## config.mk

```make
export PLATFORM = sky130hd
export DESIGN_NAME = rotation_scheduler
export DESIGN_NICKNAME = d
export VERILOG_FILES = /design/src/rtl/rotation_pkg.sv /design/src/rtl/edge_sync.sv /design/src/rtl/rotation_scheduler.sv
export SDC_FILE = /design/constraint.sdc
export NUM_CORES = 1
export LEC_CHECK = 0
export BUFFER_PORTS_ARGS = -buffer_cell sky130_fd_sc_hd__buf_4
export CAP_MARGIN = 30
export CORE_MARGIN = 3
export CORE_UTILIZATION = 54
export DETAILED_ROUTE_END_ITERATION = 10
export PLACE_DENSITY_LB_ADDON = 0.2
export SYNTH_ARGS = -nofsm -noshare
export SYNTH_HDL_FRONTEND = slang
export SYNTH_SLANG_ARGS = --single-unit
```

## constraint.sdc

```tcl
create_clock -name clock -period 3 [get_ports clock]
set_input_delay 0 -clock clock [delete_from_list [all_inputs] [get_ports clock]]
set_output_delay 0 -clock clock [all_outputs]
set_load 0.1 [all_outputs]
```

## src/rtl/rotation_pkg.sv

```systemverilog
// Shared types and constants for the rotor-synchronous frame scheduler.
package rotation_pkg;

  typedef enum logic [1:0] {IDLE, MEASURE, RUN} state_t;

  localparam int SYNC_STAGES = 2;

  // Smallest r with 2**r >= value; exact for the power-of-two slice counts used here.
  function automatic int log2(input int value);
    int r;
    r = 0;
    while ((1 << r) < value) r++;
    return r;
  endfunction

endpackage

```

## src/rtl/edge_sync.sv

```systemverilog
// Brings the asynchronous rotor index into the clock domain and emits a
// one-cycle pulse on each rising edge.
module edge_sync
  import rotation_pkg::*;
(
  input  logic clock,
  input  logic reset,
  input  logic in,
  output logic rise
);

  logic [SYNC_STAGES-1:0] sync;
  logic                   prev;

  always_ff @(posedge clock or posedge reset) begin
    if (reset) begin
      sync <= '0;
      prev <= 1'b0;
      rise <= 1'b0;
    end else begin
      sync <= {sync[SYNC_STAGES-2:0], in};
      prev <= sync[SYNC_STAGES-1];
      rise <= sync[SYNC_STAGES-1] & ~prev;
    end
  end

endmodule

```

## src/rtl/rotation_scheduler.sv

```systemverilog
// Measures the rotor revolution period and steps frame_num once per angular
// slice so every frame is drawn at a fixed angle.
module rotation_scheduler
  import rotation_pkg::*;
#(
  parameter int SLICES     = 8,
  parameter int PERIOD_W   = 24,
  parameter int FRAME_W    = 8,
  parameter int MIN_PERIOD = 1024
) (
  input  logic                clock,
  input  logic                reset,
  input  logic                clock_cycle,
  output logic [FRAME_W-1:0]  frame_num,
  output logic                frame_start,
  output logic                locked,
  output logic [PERIOD_W-1:0] period
);

  localparam int                  SHIFT      = log2(SLICES);
  localparam logic [PERIOD_W-1:0] CNT_MAX    = '1;
  localparam logic [PERIOD_W-1:0] MIN_CNT    = PERIOD_W'(MIN_PERIOD);
  localparam logic [PERIOD_W-1:0] ONE        = PERIOD_W'(1);
  localparam logic [FRAME_W-1:0]  LAST_FRAME = FRAME_W'(SLICES - 1);

  logic                index_edge;
  state_t              state;
  logic [PERIOD_W-1:0] cnt;
  logic [PERIOD_W-1:0] tmr;
  logic [PERIOD_W-1:0] slice_len;
  logic                accept;
  logic                cnt_sat;

  edge_sync u_edge_sync (
    .clock (clock),
    .reset (reset),
    .in    (clock_cycle),
    .rise  (index_edge)
  );

  // Edges arriving too soon after the last accepted one are sensor glitches.
  assign accept  = index_edge && (state != IDLE) && (cnt >= MIN_CNT);
  assign cnt_sat = (cnt == CNT_MAX);

  always_ff @(posedge clock or posedge reset) begin
    if (reset) begin
      state       <= IDLE;
      cnt         <= '0;
      tmr         <= '0;
      slice_len   <= '0;
      frame_num   <= '0;
      frame_start <= 1'b0;
      locked      <= 1'b0;
      period      <= '0;
    end else begin
      frame_start <= 1'b0;
      if (!cnt_sat) cnt <= cnt + ONE;

      case (state)
        IDLE: begin
          if (index_edge) begin
            cnt   <= ONE;
            state <= MEASURE;
          end
        end

        MEASURE, RUN: begin
          if (accept) begin
            period      <= cnt;
            slice_len   <= cnt >> SHIFT;
            frame_num   <= '0;
            tmr         <= ONE;
            frame_start <= 1'b1;
            cnt         <= ONE;
            locked      <= 1'b1;
            state       <= RUN;
          end else if (cnt_sat) begin
            // Rotor stopped or lost: drop lock and wait for a fresh measurement.
            state     <= IDLE;
            locked    <= 1'b0;
            frame_num <= '0;
            period    <= '0;
          end else if (state == RUN) begin
            // The last frame never advances; it soaks up remainder and slowdown.
            if ((tmr == slice_len) && (frame_num < LAST_FRAME)) begin
              frame_num   <= frame_num + 1'b1;
              tmr         <= ONE;
              frame_start <= 1'b1;
            end else begin
              tmr <= tmr + ONE;
            end
          end
        end

        default: state <= IDLE;
      endcase
    end
  end

endmodule

```

# --- Word-level counts from Yosys, hierarchy flattened ---
# Index checks and enable logic that the tools add are counted.
classes:
  addsub: 3
  order_cmp: 2
  n_eq_ne: 7
  mux: 25
  bitwise: 2
  n_reduce_logical: 15
op_table:
  columns: ["op", "count"]
  rows:
  - ["24-bit 2-to-1 mux", 9]
  - ["24-bit by 1-bit adder with 24-bit output, second input constant", 2]
  - ["24-bit one-hot mux with 2 select lines", 1]
  - ["8-bit 2-to-1 mux", 4]
  - ["24-bit by 21-bit equality test with 1-bit output", 1]
  - ["24-bit equality test, second input constant", 1]
  - ["24-bit by 11-bit greater-or-equal comparator with 1-bit output, second input constant", 1]
  - ["8-bit by 1-bit adder with 8-bit output, second input constant", 1]
  - ["8-bit by 3-bit < comparator with 1-bit output, second input constant", 1]
  - ["1-bit 2-to-1 mux", 7]
  - ["2-bit 2-to-1 mux", 3]
  - ["2-bit AND reduction", 3]
  - ["3-bit AND reduction", 2]
  - ["2-bit nonzero test", 3]
  - ["3-bit nonzero test", 2]
  - ["2-bit one-hot mux with 2 select lines", 1]
  - ["1-bit logical AND", 3]
  - ["3-bit inequality test, second input constant", 1]
  - ["2-bit by 1-bit equality test with 1-bit output, second input constant", 1]
  - ["2-bit equality test, second input constant", 1]
  - ["2-bit zero test", 1]
  - ["2-bit by 1-bit inequality test with 1-bit output, second input constant", 1]
  - ["2-bit inequality test, second input constant", 1]
  - ["2-bit OR reduction", 1]
  - ["other kinds (2)", 2]
word_totals:
  reg_bits: 109
  input_bits: 3
  output_inout_bits: 34
  wordCells: 65

# --- Depth between registers and ports, before layout ---
logic_depth:
  word_depth: 7
  ltp_mapped: 8
  ltp_nobuf: 7

# --- Hierarchy ---
# From an unflattened synthesis, not the netlist that was laid out.
unflattened:
  hier_cells: 492
  hier_area_um2: 5316.3
by_module_without_submodules:
  columns: ["module", "n_inst", "cells_each", "area_each_um2", "seq_area_each_um2"]
  rows:
  - ["rotation_scheduler", 1, 486, 5198.7, 2627.5]
  - ["edge_sync", 1, 6, 117.6, 100.1]

# --- Worst setup path before layout ---
# OpenSTA, ideal clock, no wires.
synth_timing:
  kind: "reg2reg"
  from: "register frame_num[0]"
  to: "register tmr[10]"
  setup_ns: 0.069
  t_arrival_ns: 2.504
  required_ns: 2.931
  path_slack_ns: 0.427
  stages_incl_launch_ff: 9
  path_buffers: 1
  period_less_slack_ns: 2.573
  path_cell_list: "dfrtp_1 ha_1 nand2_1 nand4_1 nor2_1 a2111o_1 buf_2 or3b_1 nand3_1"
synth_between:
  elab_chain_cells: 6
synth_rtl:
  columns: ["item", "line", "text"]
  rows:
  - ["start: declaration", "rotation_scheduler.sv:14", "output logic [FRAME_W-1:0] frame_num,"]
  - ["start signal: assignment", "rotation_scheduler.sv:86", "frame_num <= frame_num + 1'b1;"]
  - ["8-bit by 3-bit < comparator with 1-bit output", "rotation_scheduler.sv:85", "if ((tmr == slice_len) && (frame_num < LAST_FRAME)) begin"]
  - ["1-bit logical AND", "rotation_scheduler.sv:85", null]
  - ["24-bit 2-to-1 mux", "rotation_scheduler.sv:85", null]
  - ["24-bit 2-to-1 mux", "rotation_scheduler.sv:83", "end else if (state == RUN) begin"]
  - ["24-bit 2-to-1 mux", "rotation_scheduler.sv:77", "end else if (cnt_sat) begin"]
  - ["24-bit 2-to-1 mux", "rotation_scheduler.sv:68", "if (accept) begin"]
  - ["end signal: assignment", "rotation_scheduler.sv:90", "tmr <= tmr + ONE;"]
  - ["end: declaration", "rotation_scheduler.sv:29", "logic [PERIOD_W-1:0] tmr;"]
# No other way between the ends. The select of a mux whose other input is x is not followed.
# A chain may end at the register's enable or synchronous reset.

# --- Final worst setup path ---
layout_timing:
  from: "register cnt[17]"
  to: "register tmr[21]"
layout_between:
  elab_chain_cells: 4
  word_cells_on_any_way: 7
  classes_between: "order compare: 1; eq/ne: 2; mux: 1; reduce/logical: 3"
layout_rtl:
  columns: ["item", "line", "text"]
  rows:
  - ["start: declaration", "rotation_scheduler.sv:28", "logic [PERIOD_W-1:0] cnt;"]
  - ["start signal: assignment", "rotation_scheduler.sv:57", "if (!cnt_sat) cnt <= cnt + ONE;"]
  - ["24-bit by 11-bit greater-or-equal comparator with 1-bit output", "rotation_scheduler.sv:42", "assign accept = index_edge && (state != IDLE) && (cnt >= MIN_CNT);"]
  - ["1-bit logical AND", "rotation_scheduler.sv:42", null]
  - ["2-bit inequality test (no line) / 2-bit nonzero test (equally long branches)", null, null]
  - ["3-bit AND reduction (no line)", null, null]
# Several ways; a longest one is shown, not always the timed one.

==> qor.txt <==
Cells after Synth = 552
Power per Cell Area = 471 nW/µm²
Post-synth EDFFs = 0
maxcap violations = 0
vias in the first global route = 3946
GRT Total Usage = 23.2%
Fillers = 741
Area Overhead vs Synth = 13.5%
CTS tree = yes
Nets = 602
Final Cycle Share = 89.8%
Sink Count = 109
Slew Viols, Final = 0
worst relative slew slack = 38.1%
DRT Wirelength = 11500 µm
total CTS buffers = 9
fin crit period = 2.69 ns
Initial DRT Pass Iterations = 5
H-tree levels = 3
global-route wire length before repair = 19100 µm
Diodes inserted = 0
drt drc = 0
Critical Path RT = 3.31 ns
initial antenna violation count = 0
number of cell rows = 34
Hold Vio Cnt, Final = 0
Synth cell types = 46
Layout Utilization = 64.8%
total grt overflow = 0
drt initial violations = 258
area of the multi-input gates = 2240 µm²
PnR worst setup slack = 0.306 ns
die area = 10700 µm²
via count = 4053
CTS root buffer = clkbuf_8
largest net degree at the start of global routing = 73
post-place setup slack = 0.316 ns
post-synthesis sequential area ratio = 53.2%
Max Buffers Root-to-Sink = 2
synthesized cell area = 5120 µm²
Avg Cell Area, Syn = 9.28 µm²
Fin Clk Skew = 0.0134 ns
# IOs = 37
sequential cell area = 2730 µm²
worst-path maximum fanout = 14
setup TNS = 0 ns
number of synthesized register bits = 109
crit path kind = reg -> reg
crit start category = flop
CP Data Arrival Time = 3.00 ns
RSZ-0062 raised after global routing = false
Lkg Pwr = 2.83 nW
Die W = 103 µm
Synth async-reset ratio = 100%
worst hold path class = in -> async
PortBufs = 36
most frequent cells in the layout = 135 x nand2_1, 109 x dfrtp_1, 49 x buf_4, 38 x nor2_1, 36 x xnor2_1
Starting Density = 57.1%
Routed wire per std cell = 15.9 µm
Yosys warning total = 0
core area = 8980 µm²
routability cong. = 0.912
fmax = 371 MHz
CP endpoint kind = flop
Setup violations, final = 0
measured slew at the worst slew-check pin = 0.924 ns
vias per cell = 5.61
post-route ant nets = 0
ratio of cells with drive above 1 in the final layout = 11.9%
Die H = 103 µm
clock latency on the worst-skew pair = 0.39 ns
Most used DFF post-synth = dfrtp_1
Post-Syn Nets = 562
Clk pin slew, worst setup/hold paths = 0.10 ns
HPWL after DPL = 8190 µm
postcts setup bufs = 0
status = complete, no violations
commonest non-fill, non-tap cell in the layout = nand2_1
Max IR drop VDD = 432 µV
[critical path, stage by stage (launching register included)]
cell and delay (ns):
dfrtp_1 0.47, nor4_1 0.34, nand4_1 0.21, and3b_1 0.33, a2111o_1 0.61, buf_4 0.25, or3_1 0.34, o21ai_1 0.08
[worst paths after layout]
| kind | end | cells past startpoint | slack, ns | startpoint |
|---|---|---|---|---|
| setup / recovery | tmr[21] | 7 | 0.31 | cnt[17] |
| hold / removal | frame_num[3] | 3 | 0.20 | reset |
| setup reg to reg | tmr[21] | 7 | 0.31 | cnt[17] |
| hold reg to reg | u_edge_sync.sync[1] | 0 | 0.37 | u_edge_sync.sync[0] |
| max in group asynchronous | cnt[17] | 4 | 2.06 | reset |
| min in group clock | u_edge_sync.sync[0] | 2 | 0.26 | clock_cycle |
[state kept, by name, indices dropped and copies added, names as in the netlist]
signal / cells
cnt: 24
period: 24
tmr: 24
slice_len: 21
frame_num: 8
state: 2
u_edge_sync.sync: 2
frame_start: 1
locked: 1
u_edge_sync.prev: 1
u_edge_sync.rise: 1
[power breakdown]
group | internal (mW) | switching [mW] | leakage [nW]
logic | 0.0973 | 0.174 | 1.22
clock network | 0.401 | 0.527 | 0.108
registers | 1.50 | 0.0384 | 1.51
[cells by family after synthesis]
| family | count (synthesis) | synth area share (%) |
|---|---|---|
| and+or+nand+nor | 289 | 26.9 |
| DFF | 109 | 53.2 |
| AOI/OAI and AO/OA | 60 | 7.28 |
| xor gates and xnor gates | 43 | 7.35 |
| buffers and inverters | 42 | 3.15 |
| adders and majority gates | 7 | 1.71 |
| muxes | 2 | 0.415 |
[metrics by stage]
stage               power (mW)  area (µm²)  cells  hold slack, ns
finish                    2.74        5820    723           0.202
global route              2.87        5820    723           0.228
floorplan                 1.75        5120    552          0.0314
detailed placement        1.84        5590    705          0.0701
global placement          1.83        5590    705          0.0581
CTS                       2.77        5820    723           0.199
[routing by layer]
layer / routed length, µm / vias to the layer above / GRT usage, %
met5: 0 / - / 0
met4: 247 / 0 / 7.67
met3: 602 / 23 / 5.50
met2: 5470 / 117 / 36.3
met1: 5180 / 1948 / 32.0
li1: - / 1965 / -
[final cells by class]
type | instances | share of cell area, %
clock buffer | 9 | 2.13
clock inverter | 7 | 1.38
inverter | 19 | 1.27
multi-input combinational | 401 | 38.6
sequential | 109 | 46.9
tap | 126 | 2.71
timing repair buffer | 52 | 7.01
[synth_stat cells, types with 2 or more instances]
cell type / count / area [µm²]
a21oi_1: 15 / 75.1
nand3_1: 24 / 120
nor4_1: 9 / 56.3
or3_1: 11 / 68.8
nand4_1: 20 / 125
nand4b_1: 2 / 17.5
and3_1: 8 / 50.1
inv_1: 19 / 71.3
a22o_1: 2 / 17.5
nor2b_1: 3 / 18.8
o21a_1: 2 / 15.0
or3b_1: 2 / 17.5
o211ai_1: 2 / 15.0
xnor2_1: 36 / 315
ha_1: 7 / 87.6
buf_2: 3 / 15.0
and2_1: 11 / 68.8
nand2_1: 135 / 507
nor3_1: 9 / 45.0
o31ai_1: 6 / 45.0
a22oi_1: 3 / 22.5
dfrtp_1: 109 / 2730
clkbuf_1: 19 / 71.3
xor2_1: 7 / 61.3
nor2_1: 38 / 143
o21ai_1: 8 / 40.0
a211oi_1: 2 / 15.0
nand3b_1: 4 / 30.0
or4_1: 3 / 22.5
and4_1: 6 / 52.6
o21ai_0: 12 / 60.1
[what timing repair did]
item | CTS | global route
hold buffers | 2 | 0
hold endpoints to repair | 38 | 0
resized for setup | 0 | 0
(Power assumes the default switching activity.)
